[src/rtl/preload_pkg.sv]
// ============================================================================
// Module   : preload_pkg
// Purpose  : Shared state encoding and packing constants for the preload FIFO
//            sequencer.
// Revision : 1.0 - initial release
// ============================================================================
`default_nettype none

package preload_pkg;

    typedef enum logic [1:0] {
        ST_IDLE  = 2'd0,
        ST_LOAD  = 2'd1,
        ST_DRAIN = 2'd2,
        ST_DONE  = 2'd3
    } state_e;

    localparam int CH_PER_WORD = 6;
    localparam int WPR_W       = 10;
    localparam int CH_SIZE_W   = 12;

    // Beats per FIFO entry; the +1 always reserves a beat even for exact multiples.
    function automatic logic [WPR_W-1:0] calc_wpr(input logic [CH_SIZE_W-1:0] ch);
        logic [CH_SIZE_W-1:0] quot;
        quot = ch / CH_SIZE_W'(CH_PER_WORD);
        return quot[WPR_W-1:0] + WPR_W'(1);
    endfunction

endpackage

`default_nettype wire

[src/rtl/preload_fifo_ctrl.sv]
// ============================================================================
// Module   : preload_fifo_ctrl
// Purpose  : Loads an AXIS ifmap burst into the preload FIFO and pops only
//            fully packed entries to the MAC array.
// Revision : 1.0 - initial release
// ============================================================================
`default_nettype none

module preload_fifo_ctrl
    import preload_pkg::*;
#(
    parameter int AXIS_PRELOAD_FIFO_DEPTH = 4,
    parameter int ROW_CNT_W               = 16
) (
    input  logic                 clk,
    input  logic                 rst_n,
    input  logic                 start_i,
    input  logic [CH_SIZE_W-1:0] input_channel_size_i,
    input  logic [ROW_CNT_W-1:0] row_count_i,
    input  logic                 s_axis_tvalid_i,
    input  logic                 s_axis_tlast_i,
    output logic                 s_axis_tready_o,
    output logic                 load_axis_preload_o,
    input  logic                 fifo_full_i,
    input  logic                 fifo_empty_i,
    input  logic                 mac_ready_i,
    output logic                 fifo_read_o,
    output logic                 busy_o,
    output logic                 done_o,
    output logic                 err_tlast_o
);

    generate
        if (AXIS_PRELOAD_FIFO_DEPTH < 1) begin : g_depth_check
            $error("AXIS_PRELOAD_FIFO_DEPTH must be at least 1");
        end
    endgenerate

    state_e               state_q, state_d;
    logic [WPR_W-1:0]     wpr_q;
    logic [WPR_W-1:0]     word_cnt_q;
    logic [ROW_CNT_W-1:0] rows_total_q;
    logic [ROW_CNT_W-1:0] rows_wr_q;
    logic [ROW_CNT_W-1:0] rows_rd_q;
    logic                 err_q;

    logic                 start_acc;
    logic                 row_end;
    logic                 final_beat;
    logic                 beat_acc;
    logic [ROW_CNT_W-1:0] avail;
    logic [ROW_CNT_W-1:0] rows_rd_next;

    assign start_acc    = start_i & (state_q == ST_IDLE);
    assign row_end      = (word_cnt_q == wpr_q - WPR_W'(1));
    assign final_beat   = row_end & (rows_wr_q == rows_total_q - ROW_CNT_W'(1));
    assign beat_acc     = s_axis_tvalid_i & s_axis_tready_o;
    // Only complete entries count; a partially written entry already clears fifo_empty.
    assign avail        = rows_wr_q - rows_rd_q;
    assign rows_rd_next = rows_rd_q + ROW_CNT_W'(fifo_read_o);

    always_ff @(posedge clk or negedge rst_n) begin
        if (!rst_n) begin
            state_q <= ST_IDLE;
        end else begin
            state_q <= state_d;
        end
    end

    always_comb begin
        state_d = state_q;
        case (state_q)
            ST_IDLE:  if (start_i) state_d = (row_count_i == '0) ? ST_DONE : ST_LOAD;
            ST_LOAD:  if (beat_acc && final_beat) state_d = ST_DRAIN;
            ST_DRAIN: if (rows_rd_next == rows_total_q) state_d = ST_DONE;
            ST_DONE:  state_d = ST_IDLE;
            default:  state_d = ST_IDLE;
        endcase
    end

    always_comb begin
        fifo_read_o         = ((state_q == ST_LOAD) || (state_q == ST_DRAIN)) &&
                              mac_ready_i && !fifo_empty_i && (avail != '0);
        s_axis_tready_o     = (state_q == ST_LOAD) && (!fifo_full_i || fifo_read_o);
        load_axis_preload_o = s_axis_tvalid_i & s_axis_tready_o;
        busy_o              = (state_q != ST_IDLE);
        done_o              = (state_q == ST_DONE);
        err_tlast_o         = err_q;
    end

    always_ff @(posedge clk or negedge rst_n) begin
        if (!rst_n) begin
            wpr_q        <= '0;
            word_cnt_q   <= '0;
            rows_total_q <= '0;
            rows_wr_q    <= '0;
            rows_rd_q    <= '0;
            err_q        <= 1'b0;
        end else if (start_acc) begin
            wpr_q        <= calc_wpr(input_channel_size_i);
            word_cnt_q   <= '0;
            rows_total_q <= row_count_i;
            rows_wr_q    <= '0;
            rows_rd_q    <= '0;
            err_q        <= 1'b0;
        end else begin
            if (beat_acc) begin
                // tlast only flags framing; the transfer length is set by the counters.
                if (s_axis_tlast_i != final_beat) err_q <= 1'b1;
                if (row_end) begin
                    word_cnt_q <= '0;
                    rows_wr_q  <= rows_wr_q + ROW_CNT_W'(1);
                end else begin
                    word_cnt_q <= word_cnt_q + WPR_W'(1);
                end
            end
            if (fifo_read_o) rows_rd_q <= rows_rd_next;
        end
    end

endmodule

`default_nettype wire

[config.mk]
export PLATFORM = sky130hd
export DESIGN_NAME = preload_fifo_ctrl
export DESIGN_NICKNAME = d
export VERILOG_FILES = /design/src/rtl/preload_pkg.sv /design/src/rtl/preload_fifo_ctrl.sv
export SDC_FILE = /design/constraint.sdc
export NUM_CORES = 1
export LEC_CHECK = 0
export ABC_AREA = 1
export ABC_CLOCK_PERIOD_IN_PS = 4500
export BUFFER_PORTS_ARGS = -buffer_cell sky130_fd_sc_hd__buf_2
export CAP_MARGIN = 25
export CELL_PAD_IN_SITES_DETAIL_PLACEMENT = 0
export CELL_PAD_IN_SITES_GLOBAL_PLACEMENT = 2
export CORE_UTILIZATION = 32
export DETAILED_ROUTE_END_ITERATION = 8
export HOLD_SLACK_MARGIN = 0.06
export PLACE_DENSITY = 0.84
export SLEW_MARGIN = 30
export SYNTH_ARGS = -nofsm -noshare
export SYNTH_HDL_FRONTEND = slang
export SYNTH_SLANG_ARGS = --single-unit
[constraint.sdc]
create_clock -name clk -period 4.5 [get_ports clk]
set_clock_uncertainty 0.2 [all_clocks]
set_input_delay 0.45 -clock clk [delete_from_list [all_inputs] [get_ports clk]]
set_output_delay 0.45 -clock clk [all_outputs]
set_load 0.01 [all_outputs]
==> impl_metrics.yaml <==
synth:
  synth-edff-count: 0
  synth_top_cell_area_share: 0.324
  synth_top_cells_by_area: "sky130_fd_sc_hd__dfrtp_1, sky130_fd_sc_hd__nand2_1, sky130_fd_sc_hd__xor2_1, sky130_fd_sc_hd__ha_1, sky130_fd_sc_hd__inv_1"
  cell_with_the_most_instances_after_synthesis: "sky130_fd_sc_hd__nand2_1"
  syn-instance-count: 734
  synth_nets: 797
  synth-seq-cells: 71
  yosysWarningCount: 0
  synthTopCellsByCount: "sky130_fd_sc_hd__nand2_1, sky130_fd_sc_hd__inv_1, sky130_fd_sc_hd__xor2_1, sky130_fd_sc_hd__dfrtp_1, sky130_fd_sc_hd__nor2_1"
  synthArstFlopShare: 1.00
  syn_area_um2: 5490
  synth_cell_types: 41
  syn_area_per_cell_um2: 7.48
  ys_dominant_reg_cell: "sky130_fd_sc_hd__dfrtp_1"
  synth_largest_area_cell: "sky130_fd_sc_hd__dfrtp_1"
  sequential_to_total_area_share_from_yosys_stat: 0.324
placement:
  place_ws_ns: -0.505
  dp.cells: 1049
  detailed_place_hpwl_um: 12100
  port_buffers: 40
  gp_congestion: 0.807
die:
  fp.dieH_um: 133
  design.core.area_um2: 16600
  floorplan.die.width_um: 133
  fp-row-count: 47
  die_area_um2: 17700
  boundaryPins: 42
  initial_core_util: 0.330
grt:
  pin_count_of_the_biggest_net_entering_global_routing: 47
  antenna_found_initial: 0
  gr-usage-all-layers: 0.185
  grt_overflow_total: 0
  grt_pass1_wl_um: 26000
  number_of_global_route_vias_before_repair: 5252
cells_and_area:
  finalNonFillerCells: 1084
  design.final.nets: 922
  drive_above_1_share: 0.260
  antenna-diode-count: 0
  areaGrowthSynthToFinish_pct: 30.5
  fillerInstances: 1711
min_path:
  min-delay-start: "row_count_i[11]"
  hold-path-cell-count: 3
  whs_endpoint: "rows_total_q[11]"
  hp-class: "input port to flop"
pwr:
  cellPowerDensity_nw_per_um2: 541
  leakagePower_nw: 3.36
  worst_ir_drop_vdd_v: 0.000195
  total_power_mw: 3.87
sta:
  max_slew_margin: 0.580
  finalSetupTns_ns: -0.353
  final_min_period_ns: 4.69
  grt_setup_unrepaired: "yes"
  timing.final.crit_share: 1.04
  setup_ws_ns: -0.185
  tightest_pin_transition_ns: 0.630
  report.final.setup_viol: 2
  max_freq_mhz: 213
  hold_violations_final: 0
  final-max-slew-violation-count: 0
flow_run:
  max_cap_violations: 0
route:
  vias_per_cell: 4.94
  routed_wirelength_um: 15600
  drt-initial-drc-count: 292
  route.vias.total: 5357
  first_pass_iters: 5
  drc: 0
  antenna_left: 0
  route.detailed.wl_per_inst_um: 14.4
setup_path:
  cp_common_cell: "sky130_fd_sc_hd__nand2_2"
  setup.reg_to_reg.worst_slack_ns: -0.19
  reg2reg_depth: 32
  reg2reg_to: "state_q[1]"
  crit_path_max_fanout: 4
  worst-endpoint-required_ns: 4.52
  critical-path-top-delay-family: "simple AND/OR/NAND/NOR gates"
  timing_worst_setup_path_type: "flop to flop"
  start_kind: "flop"
  critPathCaptureType: "flop"
  crit-reg2reg-launch: "rows_wr_q[1]"
  timing.critical_path.buf_inv: 1
  critPathMaxStageDelay_ns: 0.43
  critical_path_arrival_ns: 4.71
  crit_path_top_delay_cell: "sky130_fd_sc_hd__dfrtp_1"
clock_tree:
  path_clk_slew_ns: 0.06
  cts_sinks: 71
  cts_max_path_buffers: 2
  root_cell_of_the_clock_tree: "sky130_fd_sc_hd__clkbuf_16"
  cts_tree: "built"
  cts-htree-levels: 3
  clock_latency_ns: 0.34
  tritoncts.num_buffers: 9
status:
  outcome: "finished with violations"
  violations: "setup timing"
where the power goes:
part,leakage [nW],switching [mW],internal [mW]
logic,2.25,1.10,0.920
clock network,0.170,0.295,0.543
registers,0.936,0.205,0.811
cells in the final DEF, fill, tap and decap left out, types with 2 or more instances in the layout:
cell type and n:
sky130_fd_sc_hd__a21o_1 2, sky130_fd_sc_hd__a21oi_1 16, sky130_fd_sc_hd__a21oi_2 5, sky130_fd_sc_hd__a31oi_1 3, sky130_fd_sc_hd__buf_2 38, sky130_fd_sc_hd__buf_4 88, sky130_fd_sc_hd__buf_6 2, sky130_fd_sc_hd__bufinv_16 3
sky130_fd_sc_hd__clkbuf_16 9, sky130_fd_sc_hd__clkinv_4 3, sky130_fd_sc_hd__dfrtp_1 71, sky130_fd_sc_hd__ha_1 20, sky130_fd_sc_hd__ha_4 7, sky130_fd_sc_hd__inv_1 75, sky130_fd_sc_hd__inv_2 11, sky130_fd_sc_hd__nand2_1 155
sky130_fd_sc_hd__nand2_2 25, sky130_fd_sc_hd__nand2_4 4, sky130_fd_sc_hd__nand3_1 36, sky130_fd_sc_hd__nand3_2 5, sky130_fd_sc_hd__nand3b_1 2, sky130_fd_sc_hd__nand4_1 16, sky130_fd_sc_hd__nor2_1 37, sky130_fd_sc_hd__nor2_2 6
sky130_fd_sc_hd__nor3_1 26, sky130_fd_sc_hd__nor4_1 11, sky130_fd_sc_hd__nor4_2 2, sky130_fd_sc_hd__o21ai_0 30, sky130_fd_sc_hd__o21ai_1 9, sky130_fd_sc_hd__o21ai_2 5, sky130_fd_sc_hd__o22ai_1 13, sky130_fd_sc_hd__o31ai_1 14
sky130_fd_sc_hd__o32ai_1 2, sky130_fd_sc_hd__or2_2 3, sky130_fd_sc_hd__xnor2_1 22, sky130_fd_sc_hd__xor2_1 72
how the worst max path moves through the flow:
stage	start	endpoint	slack (ns)	depth (start not counted)
after floorplan	rows_wr_q[1]	state_q[1]	0.001	33
after global routing	rows_rd_q[1]	state_q[1]	-0.63	35
after global placement	rows_wr_q[1]	state_q[1]	-0.37	33
after CTS	rows_rd_q[1]	state_q[1]	-0.30	35
final	rows_wr_q[1]	state_q[1]	-0.19	32
after detailed placement	rows_wr_q[1]	state_q[1]	-0.51	33
routing by layer:
layer,part of all wire,vias up,track usage
li1,-,2682,-
met3,0.038,9,0.0318
met5,0,-,0
met4,0.0085,0,0.0402
met2,0.47,91,0.303
met1,0.48,2575,0.254
worst min-delay path: stages:
cell                      delay (ns)
sky130_fd_sc_hd__buf_2          0.09
sky130_fd_sc_hd__nand2_1        0.05
sky130_fd_sc_hd__nand2_1        0.04
flip-flops by register name, indices dropped and copies added, names as in the netlist:
register / count
err_tlast_o: 1
rows_rd_q: 16
rows_total_q: 16
rows_wr_q: 16
state_q: 2
word_cnt_q: 10
wpr_q: 10
per-stage QoR:
stage	hold slack, ns	utilization	area (um^2)
6_report	0.122	0.430	7160
5_1_grt	0.128	0.430	7160
4_1_cts	0.116	0.427	7110
3_5_place_dp	0.298	0.386	6420
3_3_place_gp	0.282	0.386	6420
2_1_floorplan	-0.0456	-	5490
cell families (layout without fill, tap and decap cells):
family	after synthesis	after routing	synth area share
AND/OR/NAND/NOR	335	335	0.276
buffers and inverters	101	231	0.0723
AO/OA/AOI/OAI	105	105	0.115
XOR/XNOR	95	95	0.152
adder cells (fa/ha/maj)	27	27	0.0615
flip-flops	71	71	0.324
what timing repair did:
item,4_1_cts,5_1_grt
resized for setup,38,21
endpoints found under the setup margin,2,27
hold buffers,1,0
endpoints found under the hold margin,45,0
setup buffers,20,3
pin swaps,33,31
layout make-up:
type                    count  area (um^2)  share of cell area
clock buffers               9          225              0.0314
clock inverters             7          121              0.0169
inverters                  86          323              0.0451
multi-input cells         562         3560               0.497
flip-flops and latches     71         1780               0.248
well taps                 220          275              0.0384
repair buffers            129          883               0.123
Note: power is estimated with default switching activity, not from simulation.
